===== src/rtl/fwd_scoreboard_pkg.sv =====
`default_nettype none
// ============================================================================
// Module   : fwd_scoreboard_pkg
// Brief    : Shared hazard definitions: default sizes, stage indices and
//            Tuse/Tnew encodings per instruction class.
// Revision : 1.0 - initial release
// ============================================================================
package fwd_scoreboard_pkg;

    localparam int c_width = 32;
    localparam int c_aw    = 5;
    localparam int c_nsrc  = 2;
    localparam int c_depth = 3;
    localparam int c_tw    = 2;

    localparam int c_stage_e = 0;
    localparam int c_stage_m = 1;
    localparam int c_stage_w = 2;

    // Tnew: cycles after entering E until the result is on a stage bus.
    localparam logic [c_tw-1:0] c_tnew_link = 2'd0;
    localparam logic [c_tw-1:0] c_tnew_alu  = 2'd1;
    localparam logic [c_tw-1:0] c_tnew_load = 2'd2;

    // Tuse: cycles until an operand is consumed, counted from decode.
    localparam logic [c_tw-1:0] c_tuse_branch = 2'd0;
    localparam logic [c_tw-1:0] c_tuse_alu    = 2'd1;
    localparam logic [c_tw-1:0] c_tuse_store  = 2'd2;

    typedef enum logic [2:0] {
        CLS_ALU    = 3'd0,
        CLS_LOAD   = 3'd1,
        CLS_LINK   = 3'd2,
        CLS_BRANCH = 3'd3,
        CLS_STORE  = 3'd4
    } instr_cls_e;

    function automatic logic [c_tw-1:0] tnew_of(input instr_cls_e cls);
        logic [c_tw-1:0] v;
        v = c_tnew_alu;
        case (cls)
            CLS_LOAD: v = c_tnew_load;
            CLS_LINK: v = c_tnew_link;
            default:  v = c_tnew_alu;
        endcase
        return v;
    endfunction

endpackage : fwd_scoreboard_pkg
`default_nettype wire


===== src/rtl/fwd_scoreboard_if.sv =====
`default_nettype none
// ============================================================================
// Module   : fwd_scoreboard_if
// Brief    : Decode-side bus between the decode stage and the forwarding unit.
// Revision : 1.0 - initial release
// ============================================================================
interface fwd_scoreboard_if
    import fwd_scoreboard_pkg::*;
#(
    parameter int WIDTH = c_width,
    parameter int AW    = c_aw,
    parameter int NSRC  = c_nsrc,
    parameter int DEPTH = c_depth,
    parameter int TW    = c_tw
);
    logic                   issue_valid;
    logic [AW-1:0]          issue_dst;
    logic [TW-1:0]          issue_tnew;
    logic                   flush;
    logic [NSRC*AW-1:0]     src_addr;
    logic [NSRC*TW-1:0]     src_tuse;
    logic [NSRC*WIDTH-1:0]  rf_data;
    logic [DEPTH*WIDTH-1:0] stage_data;
    logic [NSRC*WIDTH-1:0]  op_data;
    logic [NSRC-1:0]        op_pending;
    logic                   stall;
    logic [31:0]            stall_cnt;

    modport master (
        output issue_valid, issue_dst, issue_tnew, flush,
        output src_addr, src_tuse, rf_data, stage_data,
        input  op_data, op_pending, stall, stall_cnt
    );

    modport slave (
        input  issue_valid, issue_dst, issue_tnew, flush,
        input  src_addr, src_tuse, rf_data, stage_data,
        output op_data, op_pending, stall, stall_cnt
    );

endinterface : fwd_scoreboard_if
`default_nettype wire


===== src/rtl/fwd_scoreboard_match.sv =====
`default_nettype none
// ============================================================================
// Module   : fwd_scoreboard_match
// Brief    : Priority compare of one source operand against the tag pipeline.
// Revision : 1.0 - initial release
// ============================================================================
module fwd_scoreboard_match
    import fwd_scoreboard_pkg::*;
#(
    parameter int AW    = c_aw,
    parameter int TW    = c_tw,
    parameter int DEPTH = c_depth,
    parameter int SW    = 2
) (
    input  logic [DEPTH-1:0]    i_valid,
    input  logic [DEPTH*AW-1:0] i_dst,
    input  logic [DEPTH*TW-1:0] i_tnew,
    input  logic [AW-1:0]       i_src,
    input  logic [TW-1:0]       i_tuse,
    output logic                o_hit,
    output logic [SW-1:0]       o_stage,
    output logic                o_ready,
    output logic                o_stall_req
);

    logic [TW-1:0] w_tnew_sel;

    // Walk oldest to youngest so the nearest matching stage overwrites older ones.
    always_comb begin
        o_hit      = 1'b0;
        o_stage    = '0;
        w_tnew_sel = '0;
        for (int s = DEPTH - 1; s >= 0; s--) begin
            if (i_valid[s] && (i_dst[s*AW +: AW] == i_src) && (i_src != '0)) begin
                o_hit      = 1'b1;
                o_stage    = SW'(s);
                w_tnew_sel = i_tnew[s*TW +: TW];
            end
        end
    end

    assign o_ready     = o_hit && (w_tnew_sel == '0);
    assign o_stall_req = o_hit && (w_tnew_sel > i_tuse);

endmodule : fwd_scoreboard_match
`default_nettype wire


===== src/rtl/fwd_scoreboard.sv =====
`default_nettype none
// ============================================================================
// Module   : fwd_scoreboard
// Brief    : Decode-stage forwarding/hazard unit with a DEPTH-stage tag pipeline.
// Revision : 1.0 - initial release
// ============================================================================
module fwd_scoreboard
    import fwd_scoreboard_pkg::*;
#(
    parameter int WIDTH = c_width,
    parameter int AW    = c_aw,
    parameter int NSRC  = c_nsrc,
    parameter int DEPTH = c_depth,
    parameter int TW    = c_tw
) (
    input  logic           clk,
    input  logic           rst_n,
    fwd_scoreboard_if.slave s_bus
);

    localparam int c_sw = (DEPTH > 1) ? $clog2(DEPTH) : 1;

    logic [DEPTH-1:0]    r_valid;
    logic [DEPTH*AW-1:0] r_dst;
    logic [DEPTH*TW-1:0] r_tnew;
    logic [31:0]         r_stall_cnt;

    logic                w_load0;
    logic                w_stall;
    logic [NSRC-1:0]     w_hit;
    logic [NSRC-1:0]     w_ready;
    logic [NSRC-1:0]     w_stall_req;
    logic [NSRC*c_sw-1:0] w_stage;

    // A stalled or flushed decode slot enters E as a bubble; r0 writes never track.
    assign w_load0 = s_bus.issue_valid && (s_bus.issue_dst != '0) &&
                     !w_stall && !s_bus.flush;

    always_ff @(posedge clk or negedge rst_n) begin
        if (!rst_n) begin
            r_valid[0]       <= 1'b0;
            r_dst[0 +: AW]   <= '0;
            r_tnew[0 +: TW]  <= '0;
        end else begin
            r_valid[0]       <= w_load0;
            r_dst[0 +: AW]   <= s_bus.issue_dst;
            r_tnew[0 +: TW]  <= w_load0 ? s_bus.issue_tnew : '0;
        end
    end

    generate
        for (genvar s = 1; s < DEPTH; s++) begin : g_stage
            always_ff @(posedge clk or negedge rst_n) begin
                if (!rst_n) begin
                    r_valid[s]          <= 1'b0;
                    r_dst[s*AW +: AW]   <= '0;
                    r_tnew[s*TW +: TW]  <= '0;
                end else begin
                    r_valid[s]          <= r_valid[s-1];
                    r_dst[s*AW +: AW]   <= r_dst[(s-1)*AW +: AW];
                    r_tnew[s*TW +: TW]  <= (r_tnew[(s-1)*TW +: TW] == '0) ? '0 :
                                           r_tnew[(s-1)*TW +: TW] - TW'(1);
                end
            end
        end
    endgenerate

    generate
        for (genvar i = 0; i < NSRC; i++) begin : g_src
            fwd_scoreboard_match #(
                .AW    (AW),
                .TW    (TW),
                .DEPTH (DEPTH),
                .SW    (c_sw)
            ) u_match (
                .i_valid     (r_valid),
                .i_dst       (r_dst),
                .i_tnew      (r_tnew),
                .i_src       (s_bus.src_addr[i*AW +: AW]),
                .i_tuse      (s_bus.src_tuse[i*TW +: TW]),
                .o_hit       (w_hit[i]),
                .o_stage     (w_stage[i*c_sw +: c_sw]),
                .o_ready     (w_ready[i]),
                .o_stall_req (w_stall_req[i])
            );

            // Pending producers fall back to RF data; a later stage will forward them.
            assign s_bus.op_data[i*WIDTH +: WIDTH] = (w_hit[i] && w_ready[i]) ?
                s_bus.stage_data[int'(w_stage[i*c_sw +: c_sw])*WIDTH +: WIDTH] :
                s_bus.rf_data[i*WIDTH +: WIDTH];

            assign s_bus.op_pending[i] = w_hit[i] && !w_ready[i] && !w_stall_req[i];
        end
    endgenerate

    assign w_stall     = |w_stall_req;
    assign s_bus.stall = w_stall;

    always_ff @(posedge clk or negedge rst_n) begin
        if (!rst_n) begin
            r_stall_cnt <= '0;
        end else if (w_stall && (r_stall_cnt != 32'hFFFF_FFFF)) begin
            r_stall_cnt <= r_stall_cnt + 32'd1;
        end
    end

    assign s_bus.stall_cnt = r_stall_cnt;

endmodule : fwd_scoreboard
`default_nettype wire


===== src/flat_wrapper.sv =====
// flat-port wrapper written by rule: the top's interface ports become plain ports
module fwd_scoreboard_flat import fwd_scoreboard_pkg::*;
#(
    parameter int WIDTH = c_width,
    parameter int AW    = c_aw,
    parameter int NSRC  = c_nsrc,
    parameter int DEPTH = c_depth,
    parameter int TW    = c_tw
)
  (clk, rst_n, s_bus_issue_valid, s_bus_issue_dst, s_bus_issue_tnew, s_bus_flush, s_bus_src_addr, s_bus_src_tuse, s_bus_rf_data, s_bus_stage_data, s_bus_op_data, s_bus_op_pending, s_bus_stall, s_bus_stall_cnt);
  fwd_scoreboard_if #(.WIDTH(WIDTH), .AW(AW), .NSRC(NSRC), .DEPTH(DEPTH), .TW(TW)) s_bus_i ();
  input  logic clk;
  input  logic rst_n;
  input wire logic [$bits(s_bus_i.issue_valid)-1:0] s_bus_issue_valid;
  input wire logic [$bits(s_bus_i.issue_dst)-1:0] s_bus_issue_dst;
  input wire logic [$bits(s_bus_i.issue_tnew)-1:0] s_bus_issue_tnew;
  input wire logic [$bits(s_bus_i.flush)-1:0] s_bus_flush;
  input wire logic [$bits(s_bus_i.src_addr)-1:0] s_bus_src_addr;
  input wire logic [$bits(s_bus_i.src_tuse)-1:0] s_bus_src_tuse;
  input wire logic [$bits(s_bus_i.rf_data)-1:0] s_bus_rf_data;
  input wire logic [$bits(s_bus_i.stage_data)-1:0] s_bus_stage_data;
  output wire logic [$bits(s_bus_i.op_data)-1:0] s_bus_op_data;
  output wire logic [$bits(s_bus_i.op_pending)-1:0] s_bus_op_pending;
  output wire logic [$bits(s_bus_i.stall)-1:0] s_bus_stall;
  output wire logic [$bits(s_bus_i.stall_cnt)-1:0] s_bus_stall_cnt;
  assign s_bus_i.issue_valid = s_bus_issue_valid;
  assign s_bus_i.issue_dst = s_bus_issue_dst;
  assign s_bus_i.issue_tnew = s_bus_issue_tnew;
  assign s_bus_i.flush = s_bus_flush;
  assign s_bus_i.src_addr = s_bus_src_addr;
  assign s_bus_i.src_tuse = s_bus_src_tuse;
  assign s_bus_i.rf_data = s_bus_rf_data;
  assign s_bus_i.stage_data = s_bus_stage_data;
  assign s_bus_op_data = s_bus_i.op_data;
  assign s_bus_op_pending = s_bus_i.op_pending;
  assign s_bus_stall = s_bus_i.stall;
  assign s_bus_stall_cnt = s_bus_i.stall_cnt;
  fwd_scoreboard #(.WIDTH(WIDTH), .AW(AW), .NSRC(NSRC), .DEPTH(DEPTH), .TW(TW)) u_core (.clk(clk), .rst_n(rst_n), .s_bus(s_bus_i));
endmodule

===== config.mk =====
export PLATFORM = sky130hd
export DESIGN_NAME = fwd_scoreboard_flat
export DESIGN_NICKNAME = d
export VERILOG_FILES = /design/src/rtl/fwd_scoreboard_pkg.sv /design/src/rtl/fwd_scoreboard_if.sv /design/src/rtl/fwd_scoreboard_match.sv /design/src/rtl/fwd_scoreboard.sv /design/src/flat_wrapper.sv
export SDC_FILE = /design/constraint.sdc
export NUM_CORES = 1
export LEC_CHECK = 0
export CAP_MARGIN = 15
export CORE_MARGIN = 4
export CORE_UTILIZATION = 40
export CTS_CLUSTER_DIAMETER = 80
export DETAILED_ROUTE_END_ITERATION = 10
export PLACE_DENSITY = 0.84
export SLEW_MARGIN = 30
export SYNTH_ARGS = -nofsm -noshare
export SYNTH_HDL_FRONTEND = slang
export SYNTH_SLANG_ARGS = --single-unit

===== constraint.sdc =====
create_clock -name clk -period 8.75 [get_ports clk]
set_input_delay 1.75 -clock clk [delete_from_list [all_inputs] [get_ports clk]]
set_output_delay 1.75 -clock clk [all_outputs]
set_load 0.05 [all_outputs]

==> impl_metrics.toml <==
[synthesis]
syn_inst = 601
synth_top_cells_by_area = "dfrtp_1 (28%), o22a_1 (11%), o22ai_1 (8.1%)"
synth_area_um2 = 4920
synth_top_family_by_area = "compound AO/OA/AOI/OAI gates"
synth_common_cells = "nand2_1 (76), o22a_1 (64), o22ai_1 (64)"
syn_area_per_cell_um2 = 8.18
yosys.area_share.simple_pct = 22.4
yosysTopAreaCell = "dfrtp_1"
synthMuxAreaShare_pct = 0.432
synth_compound_area_share_pct = 30.7
synth_cell_types = 45
ys.flop_type = "dfrtp_1"
post-synth-top-area-fraction_pct = 28.5
synth_edf_count = 0
async_flop_share_pct = 100
synth-seq-cells = 56
synth_xor_area_share_pct = 10.7
synth_warnings = 0
yosysMostFrequentCell = "nand2_1"
ys_seq_area_share_pct = 28.5
synth.net_count = 791
synth-adder-area-share_pct = 1.27

[setup_path]
crit_start = "s_bus_src_addr[0]"
cp_cell_sequence = "clkdlybuf4s50_1, xor2_1, nor3_1, o211ai_4, o221a_2, o221ai_4, buf_4, nand2_1, o21ai_0, clkdlybuf4s50_1"
worst_path_max_delay_cell = "clkdlybuf4s50_1"
path_depth = 10
critPathKind = "primary input to output port"
regToRegEndpoint = "u_core.s_bus.stall_cnt[1]"
rrSetupSlack_ps = 4960
crit_path_end_kind = "output port"
crit_family = "buffers and inverters"
crit_end = "s_bus_op_data[2]"
arrival_ps = 5880
rr_startpoint = "u_core.r_dst[7]"
cp-start-kind = "primary input"
ff2ff_path_depth = 12
cp.required_ps = 7000
cp_common_cell = "clkdlybuf4s50_1"
cpPeakStageDelay_ps = 840
cp_num_buf_inv = 3
worst-path-max-fanout = 34

[clocking]
post_cts_buffers = 0
htree_levels = 2
clkTransAtPathRegs_ps = 70
cts_tree = "built"
clock_sinks = 56
postCtsResizedCells = 0
cts_buffer_depth = 2
root_buffer = "clkbuf_16"
cts_buffers = 5
holdBufCountCts = 0
insertion_delay_ps = 290

[die]
die_w_um = 119
coreArea_um2 = 12000
die_y_um = 119
initial_core_util_pct = 40.9
fp-row-count = 40
ios = 284
die-area_um2 = 14100

[cells_and_area]
layout.nets = 1047
fill_cells = 962
area_growth_pct = 62.9
fin_util_pct = 66.7
drive_above_1_share_pct = 5.24

[timing]
whs_ps = 416
worstMarginPinSlew_ps = 982
fin_ws_ps = 1120
finalHoldViolCount = 0
clock_skew_ps = 8.74
tns_ps = 0
rsz0062_at_grt = "no"
maxSlewViolCount = 0
relSlewSlack_pct = 34.0
setup_viol = 0
fmax_mhz = 131
finalCriticalPeriod_ps = 7630
final.period_utilization_pct = 87.2

[detailed_routing]
wirelength_um = 20800
drt-initial-drc-count = 431
ant_nets = 0
drc_errors = 0
vias = 5969
vias_per_cell = 5.93
drtPass1Iterations = 5
avgRoutedWirePerCell_um = 20.7

[global_routing]
grtUsageTotal_pct = 28.0
grt_max_degree = 57
antenna_found_initial = 2
grt_pass1_wl_um = 32300
gr-total-overflow = 0
grt_pass1_vias = 5910

[power]
ir_worst_vdd_mv = 0.117
power.leakage_nw = 3.12
p_per_area_nw_per_um2 = 106

[job]
maxCapViolCount = 0

[placement]
dp_slack_ps = 1130
dp_hpwl_um = 16300
port_buffers = 283
gp_congestion = 0.964

[outcome]
outcome = "complete, no violations"

[min_path]
hp-start = "u_core.r_valid[1]"
hp-class = "flip-flop to flip-flop"
[kinds of logic (layout without fill, tap and decap cells)]
| kind of cell | count (synthesis) | in the layout |
|---|---|---|
| compound gates | 213 | 213 |
| xor+xnor | 60 | 60 |
| fa+ha+maj | 5 | 5 |
| buf+inv | 55 | 312 |
| flops | 56 | 56 |
| mux | 2 | 2 |
| other cells | 0 | 2 |
| simple gates | 210 | 210 |
[how the worst min path moves through the flow]
| stage | end | cells past startpoint |
|---|---|---|
| after floorplan | u_core.r_valid[1] | 0 |
| after global placement | u_core.r_valid[2] | 0 |
| after detailed placement | u_core.r_valid[2] | 0 |
| after CTS | u_core.r_valid[2] | 0 |
| after global routing | u_core.r_valid[2] | 0 |
| final | u_core.r_valid[2] | 0 |
[cell type report]
class / count / area (µm²) / share of cell area (%)
Sequential cell: 56 / 1400 / 17.5
Antenna cell: 2 / 5.00 / 0.0625
Clock buffer: 7 / 153 / 1.91
Tap cell: 147 / 184 / 2.30
Clock inverter: 1 / 30.0 / 0.375
Multi-Input combinational cell: 490 / 3260 / 40.7
Timing Repair Buffer: 296 / 2950 / 36.8
Inverter: 8 / 30.0 / 0.375
[power breakdown]
| group | switching, mW | internal, mW |
|---|---|---|
| sequential | 0.0116 | 0.267 |
| clock | 0.0875 | 0.151 |
| combinational | 0.177 | 0.153 |
| total | 0.276 | 0.571 |
[cell usage in the layout, fill, tap and decap left out, types with 17 or more instances in the layout]
cell type / n
nand2_1: 76
o22a_1: 64
dfrtp_1: 56
nor2_1: 17
nand4_1: 20
xnor2_1: 44
o22ai_1: 64
o21ai_1: 32
o21ai_0: 36
nand2b_1: 32
clkdlybuf4s50_1: 282
[routing by layer]
layer	vias to the layer above	GRT usage, %	share of wire (%)
li1	2746	-	-
met1	2832	33.5	38
met2	338	49.3	50
met3	53	5.60	7.7
met4	0	11.2	3.7
met5	-	0	0
[stage by stage]
stage / instances / total power [mW] / area [µm²]
after global placement: 996 / 0.605 / 7790
after detailed placement: 996 / 0.612 / 7790
after floorplan: 601 / 0.447 / 4920
final: 1007 / 0.847 / 8010
after global routing: 1007 / 0.883 / 8010
after CTS: 1004 / 0.852 / 7980
[registers in the layout (all words and copies together), names as in the netlist]
name / flops
u_core.r_tnew: 6
u_core.r_valid: 3
u_core.r_dst: 15
u_core.s_bus.stall_cnt: 32
No activity file was read; power rests on OpenSTA's default activity.
